--- config.mk ---
export PLATFORM = sky130hd
export DESIGN_NAME = rggen_apb_bridge
export DESIGN_NICKNAME = d
export VERILOG_FILES = /design/src/rtl/rggen_rtl_pkg.sv /design/src/rtl/rggen_bus_timeout_counter.sv /design/src/rtl/rggen_apb_bridge.sv
export SDC_FILE = /design/constraint.sdc
export NUM_CORES = 1
export LEC_CHECK = 0
export BUFFER_PORTS_ARGS = -buffer_cell sky130_fd_sc_hd__buf_2
export CAP_MARGIN = 0
export CORE_ASPECT_RATIO = 1.4
export CORE_MARGIN = 2
export CORE_UTILIZATION = 25
export CTS_CLUSTER_SIZE = 25
export DETAILED_ROUTE_END_ITERATION = 8
export PLACE_DENSITY = 0.62
export SYNTH_ARGS = -nofsm -noshare
export SYNTH_HDL_FRONTEND = slang
export SYNTH_SLANG_ARGS = --single-unit
--- constraint.sdc ---
create_clock -name clk -period 2.1 [get_ports clk]
set_input_delay 0.315 -clock clk [delete_from_list [all_inputs] [get_ports clk]]
set_output_delay 0.315 -clock clk [all_outputs]
set_load 0.01 [all_outputs]
--- src/rtl/rggen_rtl_pkg.sv ---
// Shared types for the register block host interface.
//   rggen_status         : response status reported by the register array
//   rggen_bridge_state_e : APB bridge FSM states (IDLE -> BUSY -> RESPOND)
package rggen_rtl_pkg;

  typedef enum logic [1:0] {
    RGGEN_OKAY        = 2'b00,
    RGGEN_EXOKAY      = 2'b01,
    RGGEN_SLAVE_ERROR = 2'b10
  } rggen_status;

  typedef enum logic [1:0] {
    BRIDGE_IDLE    = 2'd0,
    BRIDGE_BUSY    = 2'd1,
    BRIDGE_RESPOND = 2'd2
  } rggen_bridge_state_e;

endpackage

--- src/rtl/rggen_bus_timeout_counter.sv ---
// Cycle counter that bounds how long the bridge waits for a register response.
// Ports:
//   clk, rst_n  : clock, asynchronous active-low reset
//   i_clear     : forces the count to zero (held while the bridge is idle)
//   i_enable    : advances the count by one per cycle
//   o_expired   : high while the count equals TIMEOUT_CYCLES-1
module rggen_bus_timeout_counter #(
  parameter int TIMEOUT_CYCLES = 256
) (
  input  logic clk,
  input  logic rst_n,
  input  logic i_clear,
  input  logic i_enable,
  output logic o_expired
);

  localparam int CNT_W = (TIMEOUT_CYCLES > 2) ? $clog2(TIMEOUT_CYCLES) : 1;

  logic [CNT_W-1:0] count_q, count_d;

  always_comb begin
    count_d = count_q;
    if (i_clear) begin
      count_d = '0;
    end else if (i_enable) begin
      count_d = count_q + CNT_W'(1);
    end
  end

  always_ff @(posedge clk or negedge rst_n) begin
    if (!rst_n) begin
      count_q <= '0;
    end else begin
      count_q <= count_d;
    end
  end

  assign o_expired = (count_q == CNT_W'(TIMEOUT_CYCLES - 1));

endmodule

--- src/rtl/rggen_apb_bridge.sv ---
// APB slave front end of the register block. Converts each APB transfer into
// one internal request/response access (single outstanding, registered outputs).
// Optional feature: define RGGEN_APB_BRIDGE_TIMEOUT_EN to bound the BUSY wait
// to TIMEOUT_CYCLES cycles, after which the transfer ends with PSLVERR.
// Ports:
//   clk, rst_n                         : clock, asynchronous active-low reset
//   i_psel .. i_pwdata                 : APB request
//   o_pready, o_prdata, o_pslverr      : APB response
//   o_request_valid .. o_strobe        : internal access request
//   i_response_ready/_status, i_read_data : pre-OR-reduced register array response
// Handshake: o_request_valid rises the cycle after the APB setup phase and the
// request fields stay stable until a cycle with i_response_ready=1 (or a
// timeout); the response is returned as a one-cycle o_pready pulse.
module rggen_apb_bridge
  import rggen_rtl_pkg::*;
#(
  parameter int ADDRESS_WIDTH  = 16,
  parameter int DATA_WIDTH     = 32,
  parameter int TIMEOUT_CYCLES = 256
) (
  input  logic                      clk,
  input  logic                      rst_n,
  input  logic                      i_psel,
  input  logic                      i_penable,
  input  logic [ADDRESS_WIDTH-1:0]  i_paddr,
  input  logic                      i_pwrite,
  input  logic [DATA_WIDTH/8-1:0]   i_pstrb,
  input  logic [DATA_WIDTH-1:0]     i_pwdata,
  output logic                      o_pready,
  output logic [DATA_WIDTH-1:0]     o_prdata,
  output logic                      o_pslverr,
  output logic                      o_request_valid,
  output logic [ADDRESS_WIDTH-1:0]  o_address,
  output logic                      o_write,
  output logic [DATA_WIDTH-1:0]     o_write_data,
  output logic [DATA_WIDTH-1:0]     o_strobe,
  input  logic                      i_response_ready,
  input  logic [1:0]                i_response_status,
  input  logic [DATA_WIDTH-1:0]     i_read_data
);

  localparam int STROBE_BYTES = DATA_WIDTH / 8;

  rggen_bridge_state_e       state_q, state_d;
  logic                      req_valid_q, req_valid_d;
  logic [ADDRESS_WIDTH-1:0]  address_q, address_d;
  logic                      write_q, write_d;
  logic [DATA_WIDTH-1:0]     write_data_q, write_data_d;
  logic [DATA_WIDTH-1:0]     strobe_q, strobe_d;
  logic                      pready_q, pready_d;
  logic [DATA_WIDTH-1:0]     prdata_q, prdata_d;
  logic                      pslverr_q, pslverr_d;
  logic                      abort_q, abort_d;
  logic [DATA_WIDTH-1:0]     strobe_expand;
  logic                      aborted;
  logic                      timeout_expired;

  // Byte strobes widened to one bit per data bit.
  for (genvar g = 0; g < STROBE_BYTES; g++) begin : g_strobe
    assign strobe_expand[8*g +: 8] = {8{i_pstrb[g]}};
  end

  // The master dropped PSEL at some point while the access was in flight:
  // the access still finishes, but its APB response is suppressed.
  assign aborted = abort_q | ~i_psel;

`ifdef RGGEN_APB_BRIDGE_TIMEOUT_EN
  // Held clear while idle so the first BUSY cycle counts as zero.
  rggen_bus_timeout_counter #(
    .TIMEOUT_CYCLES (TIMEOUT_CYCLES)
  ) u_timeout (
    .clk       (clk),
    .rst_n     (rst_n),
    .i_clear   (state_q == BRIDGE_IDLE),
    .i_enable  (state_q == BRIDGE_BUSY),
    .o_expired (timeout_expired)
  );
`else
  logic unused_timeout_cfg;
  assign unused_timeout_cfg = ^TIMEOUT_CYCLES;
  assign timeout_expired    = 1'b0;
`endif

  always_comb begin
    state_d      = state_q;
    req_valid_d  = req_valid_q;
    address_d    = address_q;
    write_d      = write_q;
    write_data_d = write_data_q;
    strobe_d     = strobe_q;
    pready_d     = pready_q;
    prdata_d     = prdata_q;
    pslverr_d    = pslverr_q;
    abort_d      = abort_q;
    case (state_q)
      BRIDGE_IDLE: begin
        if (i_psel && !i_penable) begin
          state_d     = BRIDGE_BUSY;
          req_valid_d = 1'b1;
          address_d   = i_paddr;
          write_d     = i_pwrite;
          abort_d     = 1'b0;
          if (i_pwrite) begin
            write_data_d = i_pwdata;
            strobe_d     = strobe_expand;
          end else begin
            strobe_d     = '1;
          end
        end
      end
      BRIDGE_BUSY: begin
        if (!i_psel) begin
          abort_d = 1'b1;
        end
        // A real response wins over a timeout expiring in the same cycle.
        if (i_response_ready) begin
          state_d     = BRIDGE_RESPOND;
          req_valid_d = 1'b0;
          pready_d    = ~aborted;
          prdata_d    = (!write_q && !aborted) ? i_read_data : '0;
          pslverr_d   = ~aborted && (i_response_status == RGGEN_SLAVE_ERROR);
        end else if (timeout_expired) begin
          state_d     = BRIDGE_RESPOND;
          req_valid_d = 1'b0;
          pready_d    = ~aborted;
          prdata_d    = '0;
          pslverr_d   = ~aborted;
        end
      end
      BRIDGE_RESPOND: begin
        state_d   = BRIDGE_IDLE;
        pready_d  = 1'b0;
        prdata_d  = '0;
        pslverr_d = 1'b0;
      end
      default: begin
        state_d = BRIDGE_IDLE;
      end
    endcase
  end

  always_ff @(posedge clk or negedge rst_n) begin
    if (!rst_n) begin
      state_q      <= BRIDGE_IDLE;
      req_valid_q  <= 1'b0;
      address_q    <= '0;
      write_q      <= 1'b0;
      write_data_q <= '0;
      strobe_q     <= '0;
      pready_q     <= 1'b0;
      prdata_q     <= '0;
      pslverr_q    <= 1'b0;
      abort_q      <= 1'b0;
    end else begin
      state_q      <= state_d;
      req_valid_q  <= req_valid_d;
      address_q    <= address_d;
      write_q      <= write_d;
      write_data_q <= write_data_d;
      strobe_q     <= strobe_d;
      pready_q     <= pready_d;
      prdata_q     <= prdata_d;
      pslverr_q    <= pslverr_d;
      abort_q      <= abort_d;
    end
  end

  assign o_request_valid = req_valid_q;
  assign o_address       = address_q;
  assign o_write         = write_q;
  assign o_write_data    = write_data_q;
  assign o_strobe        = strobe_q;
  assign o_pready        = pready_q;
  assign o_prdata        = prdata_q;
  assign o_pslverr       = pslverr_q;

endmodule

==> impl_metrics.ini <==
[status]
status = complete, no violations

[global_route]
antenna_found_initial = 0
grt_pass1_vias = 2815
grt_pass1_wl_um = 14000
grt_usage_pct = 11.2
grt-ovfl-total = 0
grt_start_max_net_pins = 49

[power_and_ir_drop]
leakage_nw = 2.74
p_per_area_nw_per_um2 = 1090
ir_drop_uv = 386

[timing]
worstMarginPinSlew_ns = 0.621
fin_skew_ns = 0.0125
period_needed_ns = 1.81
setup_viol = 0
fmax_ghz = 0.552
rsz0062_at_grt = false
finalCritPeriodShare_pct = 86.3
slew_headroom_pct = 58.6
hold_violations = 0
drv_slew = 0
setup_tns_ns = 0

[clock_tree]
cts_tree = built
cts_inserted_buffers = 9
clockBufferDepth = 2
clock_sinks = 91
clkTransAtPathRegs_ns = 0.08
ctsHtreeMaxLevel = 3
clk_latency_ns = 0.34
post_cts_buffers = 0
cts_root_buf = clkbuf_16

[route]
drt_iter0_drc = 104
via_per_inst = 4.22
finalWirelength_um = 8950
final_antenna_net_count = 0
wire_per_inst_um = 14.3
vias = 2639
firstDrtPassIters = 4
drc_errors = 0

[yosys]
syn_area_um2 = 3710
yosysWarnings = 0
synth.area.top_cells = dfrtp_1 (61%), mux2_4 (12%), a22o_1 (7.5%)
synth.top_cell.area_share_pct = 61.3
ys_seq_area_share_pct = 61.3
synth_nets = 340
synth.avg_cell_area_um2 = 15.0
yosysUniqueCellTypes = 24
yosys.area.top_type = dfrtp_1
synth-seq-cells = 91
syn_inst = 248

[finish]
fin_area_um2 = 5070
drive_gt1_share_pct = 64.4
area_growth_pct = 36.5
nFillCells = 1450
fin_util_pct = 34.9
antenna_cells = 0
nets = 523
instances_no_fill = 625

[critical_path]
timing_worst_setup_path_type = reg2reg
cp_data_arrival_time_ns = 2.03
worstPathRequired_ns = 2.32
crit_fanout = 33
critPathLaunchType = flip-flop
rr_worst_depth = 3
crit_path_end_kind = flip-flop

[die]
die_x_um = 107
dieArea_um2 = 15900
start_util_pct = 25.6
coreArea_um2 = 14500
num_rows = 52
ios = 208
dieHeight_um = 148

[place]
dp_cells = 608
dpl_cell_area_um2 = 4770
place.detailed.hpwl_um = 6640
portBuffers = 207
gp_congestion = 0.723

[job]
cap_violations = 0

[hold_path]
whs_path_depth = 2
min_path_type = in2reg
## cell usage in the layout (no fill, tap or decap), types with 2 or more instances in the layout
cell type | Yosys | routed
a21o_1 | 2 | 2
a22o_1 | 32 | 32
a31oi_1 | 4 | 4
buf_12 | 0 | 2
buf_2 | 6 | 206
buf_4 | 29 | 4
clkbuf_16 | 0 | 9
clkinvlp_4 | 0 | 2
dfrtp_1 | 91 | 91
inv_1 | 9 | 9
inv_8 | 0 | 3
mux2_2 | 19 | 19
mux2_4 | 29 | 29
nor2_1 | 7 | 7
nor2b_1 | 3 | 3
## layer usage
layer / vias up / track usage, % / share of wire [%]
li1: 1209 / - / -
met1: 1295 / 12.1 / 38
met2: 123 / 20.4 / 54
met3: 12 / 3.37 / 6.5
met4: 0 / 3.83 / 1.7
met5: - / 0 / 0
## power by group
group | switching [mW] | internal, mW | total (mW) | leakage, nW
combinational | 0.711 | 0.828 | 1.54 | 1.47
clock | 0.747 | 0.834 | 1.58 | 0.138
sequential | 0.251 | 2.16 | 2.41 | 1.14
## cell families after synthesis
| group | after synthesis | share of synthesized area, % |
|---|---|---|
| DFF | 91 | 61.3 |
| and+or+nand+nor | 16 | 2.80 |
| AOI/OAI and AO/OA | 43 | 9.57 |
| buffers and inverters | 50 | 8.80 |
| muxes | 48 | 17.5 |
## worst paths after layout
path / end / slack [ns] / start
max in group asynchronous: o_strobe[23] / 1.08 / rst_n
hold / removal: o_prdata[8] / 0.18 / i_read_data[8]
min in group asynchronous: o_prdata[12] / 0.42 / rst_n
setup / recovery: o_write_data[15] / 0.29 / state_q[1]
setup reg to reg: o_write_data[15] / 0.29 / state_q[1]
hold reg to reg: o_pslverr / 0.49 / o_pslverr
## flip-flops by register name, indices dropped and copies added (netlist names)
| register | flops |
|---|---|
| o_prdata | 32 |
| o_write_data | 32 |
| o_address | 16 |
| o_strobe | 4 |
| state_q | 2 |
| abort_q | 1 |
| o_pready | 1 |
| o_pslverr | 1 |
| o_request_valid | 1 |
| o_write | 1 |
## area by class of cell
cell class / instances / area, um2 / area share [%]
Clock buffer: 9 / 225 / 4.44
Clock inverter: 7 / 66.3 / 1.31
Inverter: 9 / 33.8 / 0.667
Multi-Input combinational cell: 107 / 1120 / 22.1
Sequential cell: 91 / 2280 / 44.9
Tap cell: 189 / 236 / 4.67
Timing Repair Buffer: 213 / 1110 / 21.9
## per-stage QoR
stage          power [mW]  worst slack [ns]  hold WS (ns)
2_1_floorplan        3.38             0.536        0.0194
3_3_place_gp         3.96             0.290         0.236
3_5_place_dp         4.01             0.203         0.244
4_1_cts              5.64             0.201         0.163
5_1_grt              5.86             0.149         0.170
6_report             5.53             0.289         0.180
## synthesized netlist by cell type (all sizes together)
library cell and number:
mux2 48, or3b 1, nor2b 3, and3b 1, o21ai 1, nor4b 1
o22ai 1, nor2 7, dfrtp 91, a21oi 2, clkbuf 3, and4 1
buf 38, inv 9, a31oi 4, and3 1, a21o 2, nand2 1
a22o 32, a32o 1
## what timing repair did
| action | 4_1_cts | 5_1_grt |
|---|---|---|
| hold buffers | 1 | 0 |
| setup endpoints to repair | 0 | 2 |
| resized for setup | 0 | 1 |
| hold endpoints to repair | 22 | 0 |
## critical path: stages (launching register included)
cell and delay (ns):
dfrtp_1 0.47, nor4b_4 0.40, nand2_4 0.39, mux2_4 0.42
No activity file was read; power rests on OpenSTA's default activity.
